### src/rtl/mem_ctrl.sv
// mem_ctrl: byte-wide single-port RAM arbiter for the fetch and MEM stages.
// Serialises 32-bit fetches and 8/16/32-bit loads/stores into byte accesses
// on a RAM with one cycle of read latency. MEM requests win over fetch.
// Optional build macro: MEM_CTRL_IO_STALL_EN (stall IO-region stores while
// the IO output buffer is full; otherwise io_buffer_full is ignored).
module mem_ctrl #(
  parameter int         ADDR_W     = 32,
  parameter logic [1:0] IO_ADDR_HI = 2'b11
) (
  input  logic              clk_in,
  input  logic              rst_in,
  input  logic              rdy,
  input  logic              if_req_in,
  input  logic [ADDR_W-1:0] if_addr_in,
  input  logic              branch_flag_in,
  input  logic              mem_req_in,
  input  logic              mem_we_in,
  input  logic [1:0]        mem_sel_in,
  input  logic              mem_signed_in,
  input  logic [ADDR_W-1:0] mem_addr_in,
  input  logic [31:0]       mem_wdata_in,
  input  logic              io_buffer_full,
  input  logic [7:0]        ram_din,
  output logic [7:0]        ram_dout,
  output logic [ADDR_W-1:0] ram_a,
  output logic              ram_wr,
  output logic [1:0]        busy_out,
  output logic              inst_done_out,
  output logic [31:0]       inst_out,
  output logic              mem_done_out,
  output logic [31:0]       mem_rdata_out
);

  typedef enum logic [1:0] {IDLE, FETCH, LOAD, STORE} state_t;

  // Byte count of a data access from its size code; code 3 behaves as word.
  function automatic logic [2:0] size_bytes(input logic [1:0] sel);
    case (sel)
      2'd0:    return 3'd1;
      2'd1:    return 3'd2;
      default: return 3'd4;
    endcase
  endfunction

  // step counts cycles inside a transaction: in cycle Ck it holds k-1, so it
  // is also the index of the byte currently on ram_a while step < len.
  state_t            state_q, state_d;
  logic [2:0]        step_q, step_d;
  logic [2:0]        len_q, len_d;
  logic [ADDR_W-1:0] addr_q, addr_d;
  logic [31:0]       wdata_q, wdata_d;
  logic              signed_q, signed_d;
  logic [ADDR_W-1:0] ram_a_q, ram_a_d;
  logic [7:0]        ram_dout_q, ram_dout_d;
  logic              ram_wr_q, ram_wr_d;
  logic              inst_done_q, inst_done_d;
  logic [31:0]       inst_q, inst_d;
  logic              mem_done_q, mem_done_d;
  logic [31:0]       mem_rdata_q, mem_rdata_d;

  // Read capture pipeline: which byte the RAM is returning this cycle.
  logic [3:0][7:0]   rd_buf_q, rd_merge;
  logic              rd_vld_q;
  logic [1:0]        rd_idx_q;

  logic              store_stall;  // current IO store byte must wait
  logic              io_defer;     // back-to-back IO store waits one cycle
  logic [2:0]        step_nxt;

  assign step_nxt = step_q + 3'd1;

`ifdef MEM_CTRL_IO_STALL_EN
  logic io_gap_q;
  logic addr_is_io;
  logic req_is_io;

  assign addr_is_io  = (addr_q[17:16] == IO_ADDR_HI);
  assign req_is_io   = mem_we_in && (mem_addr_in[17:16] == IO_ADDR_HI);
  assign store_stall = (state_q == STORE) && addr_is_io && io_buffer_full;
  assign io_defer    = io_gap_q && req_is_io;

  // Flag the cycle right after an IO store completes.
  always_ff @(posedge clk_in) begin
    if (!rst_in) begin
      io_gap_q <= 1'b0;
    end else if (rdy) begin
      io_gap_q <= (state_q == STORE) && addr_is_io && !store_stall &&
                  (step_nxt >= len_q);
    end
  end
`else
  logic unused_io;

  assign unused_io   = ^{io_buffer_full, IO_ADDR_HI};
  assign store_stall = 1'b0;
  assign io_defer    = 1'b0;
`endif

  // Latest read byte merged over the bytes captured so far.
  always_comb begin
    rd_merge = rd_buf_q;
    if (rd_vld_q) rd_merge[rd_idx_q] = ram_din;
  end

  // The RAM keeps reading while rdy=0, so capture tracks the address of the
  // previous cycle on every edge rather than following the frozen FSM.
  always_ff @(posedge clk_in) begin
    // NOTE: the capture buffer is reset like any other register so a partial
    // transaction cut by reset leaves no stale bytes behind.
    if (!rst_in) begin
      rd_buf_q <= '0;
      rd_vld_q <= 1'b0;
      rd_idx_q <= 2'd0;
    end else begin
      rd_buf_q <= rd_merge;
      rd_vld_q <= ((state_q == FETCH) || (state_q == LOAD)) && (step_q < len_q);
      rd_idx_q <= step_q[1:0];
    end
  end

  // State and registered outputs.
  always_ff @(posedge clk_in) begin
    // NOTE: non-blocking assignments keep every register sampling the values
    // from before this edge, independent of statement order.
    if (!rst_in) begin
      state_q     <= IDLE;
      step_q      <= 3'd0;
      len_q       <= 3'd0;
      addr_q      <= '0;
      wdata_q     <= '0;
      signed_q    <= 1'b0;
      ram_a_q     <= '0;
      ram_dout_q  <= '0;
      ram_wr_q    <= 1'b0;
      inst_done_q <= 1'b0;
      inst_q      <= '0;
      mem_done_q  <= 1'b0;
      mem_rdata_q <= '0;
    end else begin
      state_q     <= state_d;
      step_q      <= step_d;
      len_q       <= len_d;
      addr_q      <= addr_d;
      wdata_q     <= wdata_d;
      signed_q    <= signed_d;
      ram_a_q     <= ram_a_d;
      ram_dout_q  <= ram_dout_d;
      ram_wr_q    <= ram_wr_d;
      inst_done_q <= inst_done_d;
      inst_q      <= inst_d;
      mem_done_q  <= mem_done_d;
      mem_rdata_q <= mem_rdata_d;
    end
  end

  // Next-state and next-output logic; rdy=0 leaves everything as it is.
  always_comb begin
    // NOTE: every target gets a default first, so no path can infer a latch.
    state_d     = state_q;
    step_d      = step_q;
    len_d       = len_q;
    addr_d      = addr_q;
    wdata_d     = wdata_q;
    signed_d    = signed_q;
    ram_a_d     = ram_a_q;
    ram_dout_d  = ram_dout_q;
    ram_wr_d    = ram_wr_q;
    inst_done_d = inst_done_q;
    inst_d      = inst_q;
    mem_done_d  = mem_done_q;
    mem_rdata_d = mem_rdata_q;

    if (rdy) begin
      inst_done_d = 1'b0;
      mem_done_d  = 1'b0;
      ram_wr_d    = 1'b0;

      case (state_q)
        IDLE: begin
          step_d = 3'd0;
          if (mem_req_in) begin
            if (!io_defer) begin
              state_d    = mem_we_in ? STORE : LOAD;
              len_d      = size_bytes(mem_sel_in);
              addr_d     = mem_addr_in;
              ram_a_d    = mem_addr_in;
              wdata_d    = mem_wdata_in;
              signed_d   = mem_signed_in;
              ram_wr_d   = mem_we_in;
              ram_dout_d = mem_we_in ? mem_wdata_in[7:0] : ram_dout_q;
            end
          end else if (if_req_in && !branch_flag_in) begin
            state_d = FETCH;
            len_d   = 3'd4;
            addr_d  = if_addr_in;
            ram_a_d = if_addr_in;
          end
        end

        FETCH, LOAD: begin
          if ((state_q == FETCH) && branch_flag_in) begin
            state_d = IDLE;
            step_d  = 3'd0;
          end else if (step_q == len_q) begin
            // Last byte is on ram_din now; finish and pulse next cycle.
            state_d = IDLE;
            step_d  = 3'd0;
            if (state_q == FETCH) begin
              inst_done_d = 1'b1;
              inst_d      = rd_merge;
            end else begin
              mem_done_d = 1'b1;
              case (len_q)
                3'd1:    mem_rdata_d = {{24{signed_q & rd_merge[0][7]}}, rd_merge[0]};
                3'd2:    mem_rdata_d = {{16{signed_q & rd_merge[1][7]}}, rd_merge[1], rd_merge[0]};
                default: mem_rdata_d = rd_merge;
              endcase
            end
          end else begin
            step_d = step_nxt;
            if (step_nxt < len_q) ram_a_d = addr_q + ADDR_W'(step_nxt);
          end
        end

        STORE: begin
          if (store_stall) begin
            ram_wr_d = ram_wr_q;
          end else if (step_nxt < len_q) begin
            step_d     = step_nxt;
            ram_a_d    = addr_q + ADDR_W'(step_nxt);
            ram_dout_d = wdata_q[{step_nxt[1:0], 3'b000} +: 8];
            ram_wr_d   = 1'b1;
          end else begin
            state_d     = IDLE;
            step_d      = 3'd0;
            mem_done_d  = 1'b1;
            mem_rdata_d = '0;
          end
        end

        default: state_d = IDLE;
      endcase
    end
  end

  assign ram_a         = ram_a_q;
  assign ram_dout      = ram_dout_q;
  assign ram_wr        = ram_wr_q & rdy & ~store_stall;
  assign busy_out      = {(state_q == LOAD) || (state_q == STORE), state_q == FETCH};
  assign inst_done_out = inst_done_q;
  assign inst_out      = inst_q;
  assign mem_done_out  = mem_done_q;
  assign mem_rdata_out = mem_rdata_q;

endmodule
### config.mk
export PLATFORM = sky130hd
export DESIGN_NAME = mem_ctrl
export DESIGN_NICKNAME = d
export VERILOG_FILES = /design/src/rtl/mem_ctrl.sv
export SDC_FILE = /design/constraint.sdc
export NUM_CORES = 1
export LEC_CHECK = 0
export ABC_AREA = 1
export CAP_MARGIN = 20
export CORE_ASPECT_RATIO = 0.8
export CORE_MARGIN = 2
export CORE_UTILIZATION = 25
export CTS_CLUSTER_SIZE = 16
export DETAILED_ROUTE_END_ITERATION = 7
export PLACE_DENSITY = 0.54
export SYNTH_ARGS = -nofsm -noshare
export SYNTH_HDL_FRONTEND = slang
export SYNTH_SLANG_ARGS = --single-unit
### constraint.sdc
create_clock -name clk_in -period 7 [get_ports clk_in]
set_clock_uncertainty 0.1 [all_clocks]
set_input_delay 1.4 -clock clk_in [delete_from_list [all_inputs] [get_ports clk_in]]
set_output_delay 1.4 -clock clk_in [all_outputs]
set_load 0.05 [all_outputs]
# [Word level (Yosys, flattened, before mapping)]
# Index checks and enable logic that the tools add are counted.
[word_totals] register_bits=215 in_bits=115 out_inout_bits=109 wordCells=113
[classes] addsub=2 order_cmp=4 n_eq_ne=17 shift=1 muxes=46 n_bitwise=4 reduce_logical=20
[ops] operator="$mux 32" count=10
[ops] operator="$pmux 32 s2" count=2
[ops] operator="$pmux 32 s3" count=1
[ops] operator="$add 32x3->32" count=1
[ops] operator="$bwmux 32" count=1
[ops] operator="$mux 8" count=4
[ops] operator="$shiftx 32x6->8" count=1
[ops] operator="$demux 8 s2" count=1
[ops] operator="$ne 2x2->1 const B" count=8
[ops] operator="$pmux 8 s2" count=1
[ops] operator="$mux 3" count=5
[ops] operator="$mux 1" count=11
[ops] operator="$mux 2" count=5
[ops] operator="$reduce_and 5->1" count=2
[ops] operator="$pmux 3 s3" count=1
[ops] operator="$reduce_and 4->1" count=2
[ops] operator="$lt 3x3->1" count=2
[ops] operator="$ne 3x3->1 const B" count=2
[ops] operator="$pmux 2 s3" count=1
[ops] operator="$pmux 3 s2" count=1
[ops] operator="$reduce_and 3->1" count=2
[ops] operator="$reduce_and 6->1" count=1
[ops] operator="$reduce_bool 2->1" count=3
[ops] operator="$eq 2x1->1 const B" count=2
[ops] operator="other kinds (15)" count=24

# [Logic depth before layout (Yosys ltp)]
# Gate-level depths: netlist of run 1.
[logic_depth] ltp_word=12 ltp_mapped=15 ltp_nobuf=14

# [Worst setup path after synthesis of run 1]
# Ideal clock, no wire load.
[synth_timing] path_type="input to output" from="input rdy" to="output ram_wr" arrival_time_ns=1.886 required_ns=5.500 path_slack_ns=3.614 cell_stages=3 path_buffers=1 path_cell_list="buf_4 nand2_1 inv_1"
[synth_between] elab_chain_len=1
[synth_rtl] item="start, declared" line_no="12" text="input logic rdy,"
[synth_rtl] item="$and 1x1->1" line_no="248" text="assign ram_wr = ram_wr_q & rdy & ~store_stall;"
[synth_rtl] item="end, declared" line_no="26" text="output logic ram_wr,"
# Every way passes these cells.

# [Worst setup path in the final report of run 1]
# Same ends and word-level chain as after synthesis.

==> reports/metrics.cfg, run 1 <==
[run_status]
outcome = finished clean

[clock_tree]
hold_buffers = 0
cts.root.buffer_cell = clkbuf_16
clock-sinks = 215
cts_post_setup_buffers_inserted = 0
cts.repair.resized = 0
clkLatencyLatePin_ns = 0.54
cts.path.max_buffers = 3
path_clk_slew_ns = 0.06
h_tree_lvl_count = 1
tritoncts_clock_tree = built
cts_made_buffers = 25

[floorplanning]
start_util_pct = 25.4
fp.dieArea_um2 = 41900
die_height_um = 183
core_area_um2 = 39600
width_of_the_die_um = 228
pin_count = 224
core.rowCount = 65

[setup_path]
crit_path_start_kind = input port
crit_path_end_kind = primary output
cp_slowest_cell = clkdlybuf4s50_1
cp.required_ns = 5.50
setup.worst_path.class = in2out
cpMostUsedCell = clkdlybuf4s50_1
crit_fanout = 12
timing.critical_path.arrival_ns = 3.22
crit_path_max_incr_delay_ns = 0.81
path_cells = clkdlybuf4s50_1, nand2_1, inv_1, clkdlybuf4s50_1

[run]
cap_viol_max_count = 0

[route]
topRoutingLayerUsed = met5
post_drt_via_cell_ratio = 4.49
m1_wire_length_mm = 17.2
wl_met3_mm = 2.08
drcViolationCount = 0
met2_length_mm = 13.5
detail_route.iter0.violations = 676
dr_total_vias = 9576
drt.antenna.violating_nets = 0
drt-total-wl_mm = 33.4
first_pass_iters = 5
drt-wirelength-per-cell_um = 15.6

[timing]
timing.final.max_slew_violations = 0
achievable-frequency_mhz = 212
timing.final.ws_setup_ns = 2.28
shortest_period_the_worst_path_allows_ns = 4.72
holdWs_ns = 0.350
report.final.hold_viol_count = 0
grt_setup_unrepaired = false
fin_tns_setup_ns = 0
period_share_pct = 67.4
tightest_slew_ns = 1.03
maxSlewHeadroom_pct = 31.4
setup_violations = 0

[logic_synthesis]
count_of_flip_flops_with_a_built_in_enable_after_synthesis = 0
dominant_synthesized_flop_cell = dfxtp_1
count_of_unique_library_cells_instantiated_by_yosys = 47
async_flop_share_pct = 0
seq_total_area_yosys_pct = 42.7
synthesis.instances = 1398
post_synth_instance_area_um2 = 10100
synth_warnings = 0
yosys_register_bits = 215
syn_nets = 1528
synth.avg_cell_area_um2 = 7.20

[power_and_ir_drop]
power.share.combinational_pct = 24.5
report.power.total_uw = 3700
peakVddDrop_mv = 0.170
clockPowerShare_pct = 37.7
power_per_cell_area_nw_per_um2 = 274
switching_power_uw = 1210
power_report.internal_total_uw = 2490
cellLeakagePower_uw = 0.00532
seq_power_share_pct = 37.8
p_sw_share_pct = 32.8

[place]
place_inst = 2088
detailedPlacementHpwl_mm = 24.5
setup_ws_pre_cts_ns = 2.23
place.gp.congestion = 0.868
numPortBuffers = 222

[hold_path]
hold_path.class = reg2reg

[cells_and_area]
final_cell_count_no_fill = 2135
layout-area-overhead-vs-synth_pct = 34.3
layout_common_cells = nand2_1, clkdlybuf4s50_1, dfxtp_1
num-fill-cells = 4223
most_common_cell_after_layout_fill_and_taps_aside = nand2_1
post_route_cells_drive_above_1_share_pct = 6.70
finish.net_count = 1709

[global_route]
grt-ovfl-total = 0
grt_usage_pct = 15.6
first_pass_grt_wire_length_mm = 51.7
grt_start_max_net_pins = 60
grt_pass1_vias = 8896
grt_antenna_before_repair = 3

## stage by stage
stage / cell area, µm² / utilization, %
finish: 13500 / 34.1
detailed placement: 12700 / 32.0
global route: 13500 / 34.1
CTS: 13500 / 34.1
floorplan: 10100 / -
global placement: 12600 / 31.9
## worst paths after layout
| path | startpoint | to | slack (ns) | depth (start not counted) |
|---|---|---|---|---|
| setup / recovery | rdy | ram_wr | 2.28 | 4 |
| hold / removal | wdata_q[23] | wdata_q[23] | 0.35 | 2 |
| setup reg to reg | step_q[0] | ram_a[8] | 2.92 | 9 |
| hold reg to reg | wdata_q[23] | wdata_q[23] | 0.35 | 2 |
## registers in the layout, summed over array words and instances (netlist names)
name           count
ram_wr_q           1
wdata_q           32
mem_done_out       1
signed_q           1
mem_rdata_out     32
state_q            2
step_q             3
len_q              3
inst_done_out      1
ram_dout           8
rd_buf_q          32
rd_idx_q           2
rd_vld_q           1
addr_q            32
inst_out          32
ram_a             32
## per-layer routing
metal  vias to the layer above  global-route usage, %
met3                        45                   3.75
met4                         6                   3.19
li1                       4933                      -
met1                      4360                   23.3
met5                         -                      0
met2                       232                   22.5
## cell type report
type	instances	area (µm²)	share of cell area [%]
antenna	1	2.50	0.0185
inverter	100	380	2.81
clock buffer	36	677	5.01
sequential	215	4300	31.8
tap	536	671	4.96
timing repair buffer	231	2290	17.0
multi-input combinational	1006	5000	37.0
clock inverter	10	185	1.37
## power groups by stage
stage | logic [µW] | clock network, µW | registers (µW)
final | 908 | 1390 | 1400
after detailed placement | 914 | 0 | 1420
after global routing | 992 | 1490 | 1410
after floorplan | 416 | 0 | 1610
after CTS | 918 | 1430 | 1400
after global placement | 908 | 0 | 1420
## critical path, delay by kind of cell
family                 cells  cell delay, ns
buffers and inverters      3            1.72
AND/OR/NAND/NOR            1            0.10
## cell usage after synthesis, drive strengths merged (3+ instances only)
library cell / count / area share [%]
mux2i: 31 / 3.1
nor2: 186 / 7.2
xor2: 8 / 0.70
dfxtp: 215 / 43
a211oi: 18 / 1.3
nor3: 5 / 0.41
nand2: 342 / 13
buf: 43 / 2.6
xnor2: 3 / 0.26
inv: 98 / 3.7
a21boi: 8 / 0.60
ha: 14 / 1.7
nand3: 73 / 4.6
o21ai: 143 / 7.1
clkbuf: 34 / 1.3
a21oi: 158 / 8.2
## cells by family (layout without fill, tap and decap cells)
group / count (synthesis) / after routing / synth area share [%]
buffers and inverters: 177 / 377 / 7.59
and+or+nand+nor: 612 / 612 / 25.6
adders and majority gates: 15 / 15 / 1.94
DFF: 215 / 215 / 42.7
xor gates and xnor gates: 11 / 11 / 0.957
AOI/OAI and AO/OA: 337 / 337 / 18.1
other: 0 / 1 / 0
muxes: 31 / 31 / 3.08
Note: power is estimated with default switching activity, not from simulation.
==> run 2: changes to the inputs <==
==> constraint.sdc (replaced) <==
create_clock -name clk_in -period 4.9 [get_ports clk_in]
set_clock_uncertainty 0.1 [all_clocks]
set_input_delay 0.98 -clock clk_in [delete_from_list [all_inputs] [get_ports clk_in]]
set_output_delay 0.98 -clock clk_in [all_outputs]
set_load 0.05 [all_outputs]
==> reports/metrics.cfg, run 2 (synthesis gave the netlist of run 1 again) <==
[floorplanning]
start_util_pct = 25.4  ; unchanged
fp.dieArea_um2 = 41900  ; unchanged
die_height_um = 183  ; unchanged
core_area_um2 = 39600  ; unchanged
pin_count = 224  ; unchanged
width_of_the_die_um = 228  ; unchanged
core.rowCount = 65  ; unchanged

[clock_tree]
path_clk_slew_ns = 0.06  ; about the same
hold_buffers = 0  ; unchanged
clock-sinks = 215  ; unchanged
tritoncts_clock_tree = built
cts.repair.resized = 0  ; unchanged
cts.path.max_buffers = 3  ; unchanged
cts_post_setup_buffers_inserted = 0  ; unchanged
clkLatencyLatePin_ns = 0.54  ; about the same
cts.root.buffer_cell = clkbuf_16
h_tree_lvl_count = 1  ; unchanged
cts_made_buffers = 25  ; unchanged

[power_and_ir_drop]
p_sw_share_pct = 33.6  ; +0.79 points
power_per_cell_area_nw_per_um2 = 378  ; +38%
power_report.internal_total_uw = 3390  ; +36%
power.share.combinational_pct = 25.6  ; +1.1 points
switching_power_uw = 1710  ; +41%
seq_power_share_pct = 39.1  ; +1.3 points
peakVddDrop_mv = 0.211  ; +24%
clockPowerShare_pct = 35.2  ; -2.5 points
cellLeakagePower_uw = 0.00532  ; -0.10%

[setup_path]
crit_path_max_incr_delay_ns = 0.81  ; about the same
cp_slowest_cell = clkdlybuf4s50_1
startpoint = rdy
setup.worst_path.class = in2out
rr_startpoint = step_q[1]
path_cells = clkdlybuf4s50_1, buf_4, nand2_1, inv_1, clkdlybuf4s50_1
critical-path-top-delay-family = buffers and inverters
timing.critical_path.arrival_ns = 2.60  ; -0.62 ns
crit_path_end_kind = primary output
cp.required_ns = 3.82  ; -1.68 ns
critical_path.n_buffers_inverters = 4  ; +1
cpMostUsedCell = clkdlybuf4s50_1
crit_path_start_kind = input port
crit_fanout = 12  ; unchanged

[global_route]
first_pass_grt_wire_length_mm = 52.4  ; +1.4%
grt_usage_pct = 15.7  ; +0.13 points
grt_antenna_before_repair = 6  ; +3
top_usage_layer = met2
global_route.usage.met1_pct = 22.7  ; -0.57 points
grt_pass1_vias = 9125  ; +2.6%
grt-ovfl-total = 0  ; unchanged
groute.layer.met3.usage_pct = 4.02  ; +0.26 points
grt_start_max_net_pins = 91  ; +52%
gr-usage-met2_pct = 23.4  ; +0.83 points

[route]
drt-total-wl_mm = 33.5  ; +0.38%
drt.antenna.violating_nets = 0  ; unchanged
detail_route.iter0.violations = 716  ; +5.9%
drt-wirelength-per-cell_um = 15.7  ; +0.33%
drcViolationCount = 0  ; unchanged
post_drt_via_cell_ratio = 4.52  ; +0.75%
first_pass_iters = 5  ; unchanged
dr_total_vias = 9652  ; +0.79%

[run]
cap_viol_max_count = 0  ; unchanged

[timing]
achievable-frequency_mhz = 271
report.final.hold_viol_count = 0  ; unchanged
maxSlewHeadroom_pct = 40.3  ; +9.0 points
fin_tns_setup_ns = 0  ; unchanged
shortest_period_the_worst_path_allows_ns = 3.68
grt_setup_unrepaired = false
setup_violations = 0  ; unchanged
period_share_pct = 75.2
holdWs_ns = 0.347  ; -0.00328 ns
tightest_slew_ns = 0.895  ; -0.133 ns
timing.final.ws_setup_ns = 1.22  ; -1.06 ns
timing.final.max_slew_violations = 0  ; unchanged

[place]
numPortBuffers = 222  ; unchanged
place_inst = 2092  ; +0.19%
place.gp.congestion = 0.887  ; +2.2%
setup_ws_pre_cts_ns = 1.20  ; -1.03 ns
detailedPlacementHpwl_mm = 24.8  ; +0.97%

[hold_path]
hold_path.startpoint = wdata_q[17]
hold_path.class = reg2reg

[cells_and_area]
final_cell_count_no_fill = 2136  ; +0.047%
num-fill-cells = 4200  ; -0.54%
most_common_cell_after_layout_fill_and_taps_aside = nand2_1
finish.net_count = 1713  ; +0.23%
layout-area-overhead-vs-synth_pct = 34.1
layout_common_cells = nand2_1, clkdlybuf4s50_1, dfxtp_1
post_route_cells_drive_above_1_share_pct = 7.01  ; +0.32 points

[run_status]
outcome = finished clean

## run 2: changes by cell type in the layout (fill, tap and decap cells not counted), moves of 2 or more
cell	delta
diode_2	+2
clkbuf_8	+4
buf_4	+2
bufinv_16	-4
clkbuf_1	-6
## run 2: power groups by stage
stage | Combinational [µW] | Clock (µW) | Sequential (µW)
floorplan | 594 | 0 | 2290
detailed placement | 1320 | 0 | 2030
global placement | 1310 | 0 | 2030
CTS | 1320 | 1860 | 2000
finish | 1310 | 1800 | 2000
global route | 1430 | 1920 | 2020
## run 2: final timing paths
| check | endpoint | slack (ns) | cells past startpoint |
|---|---|---|---|
| setup reg to reg | ram_a[28] | 1.74 | 13 |
| hold / removal | wdata_q[17] | 0.35 | 2 |
| setup / recovery | ram_wr | 1.22 | 5 |
| hold reg to reg | wdata_q[17] | 0.35 | 2 |
## run 2: routing by layer
layer / vias up / part of all wire, % / routed length (µm)
li1: 4939 / - / -
met4: 6 / 1.7 / 568
met2: 241 / 42 / 13900
met1: 4420 / 50 / 16800
met3: 46 / 6.7 / 2240
met5: - / 0.11 / 38
## run 2: stage by stage
step / power (µW) / util [%] / cell area [µm²]
after detailed placement: 3350 / 32.1 / 12700
after global routing: 5370 / 34.1 / 13500
after global placement: 3340 / 32.0 / 12700
final: 5110 / 34.1 / 13500
after CTS: 5180 / 34.1 / 13500
after floorplan: 2890 / - / 10100
## run 2: layout make-up
class / count / area (µm²) / share of cell area, %
multi-input combinational: 1006 / 5000 / 37.1
clock buffer: 34 / 709 / 5.26
timing repair buffer: 235 / 2350 / 17.4
tap: 536 / 671 / 4.97
inverter: 100 / 380 / 2.82
antenna: 3 / 7.51 / 0.0556
sequential: 215 / 4300 / 31.9
clock inverter: 7 / 68.8 / 0.510
## run 2: tightest hold or removal path: cells and delay by family, from the launching register on
kind | cells | cell delay, ns
flip-flops | 1 | 0.31
AO/OA/AOI/OAI | 1 | 0.05
buffers and inverters | 1 | 0.05
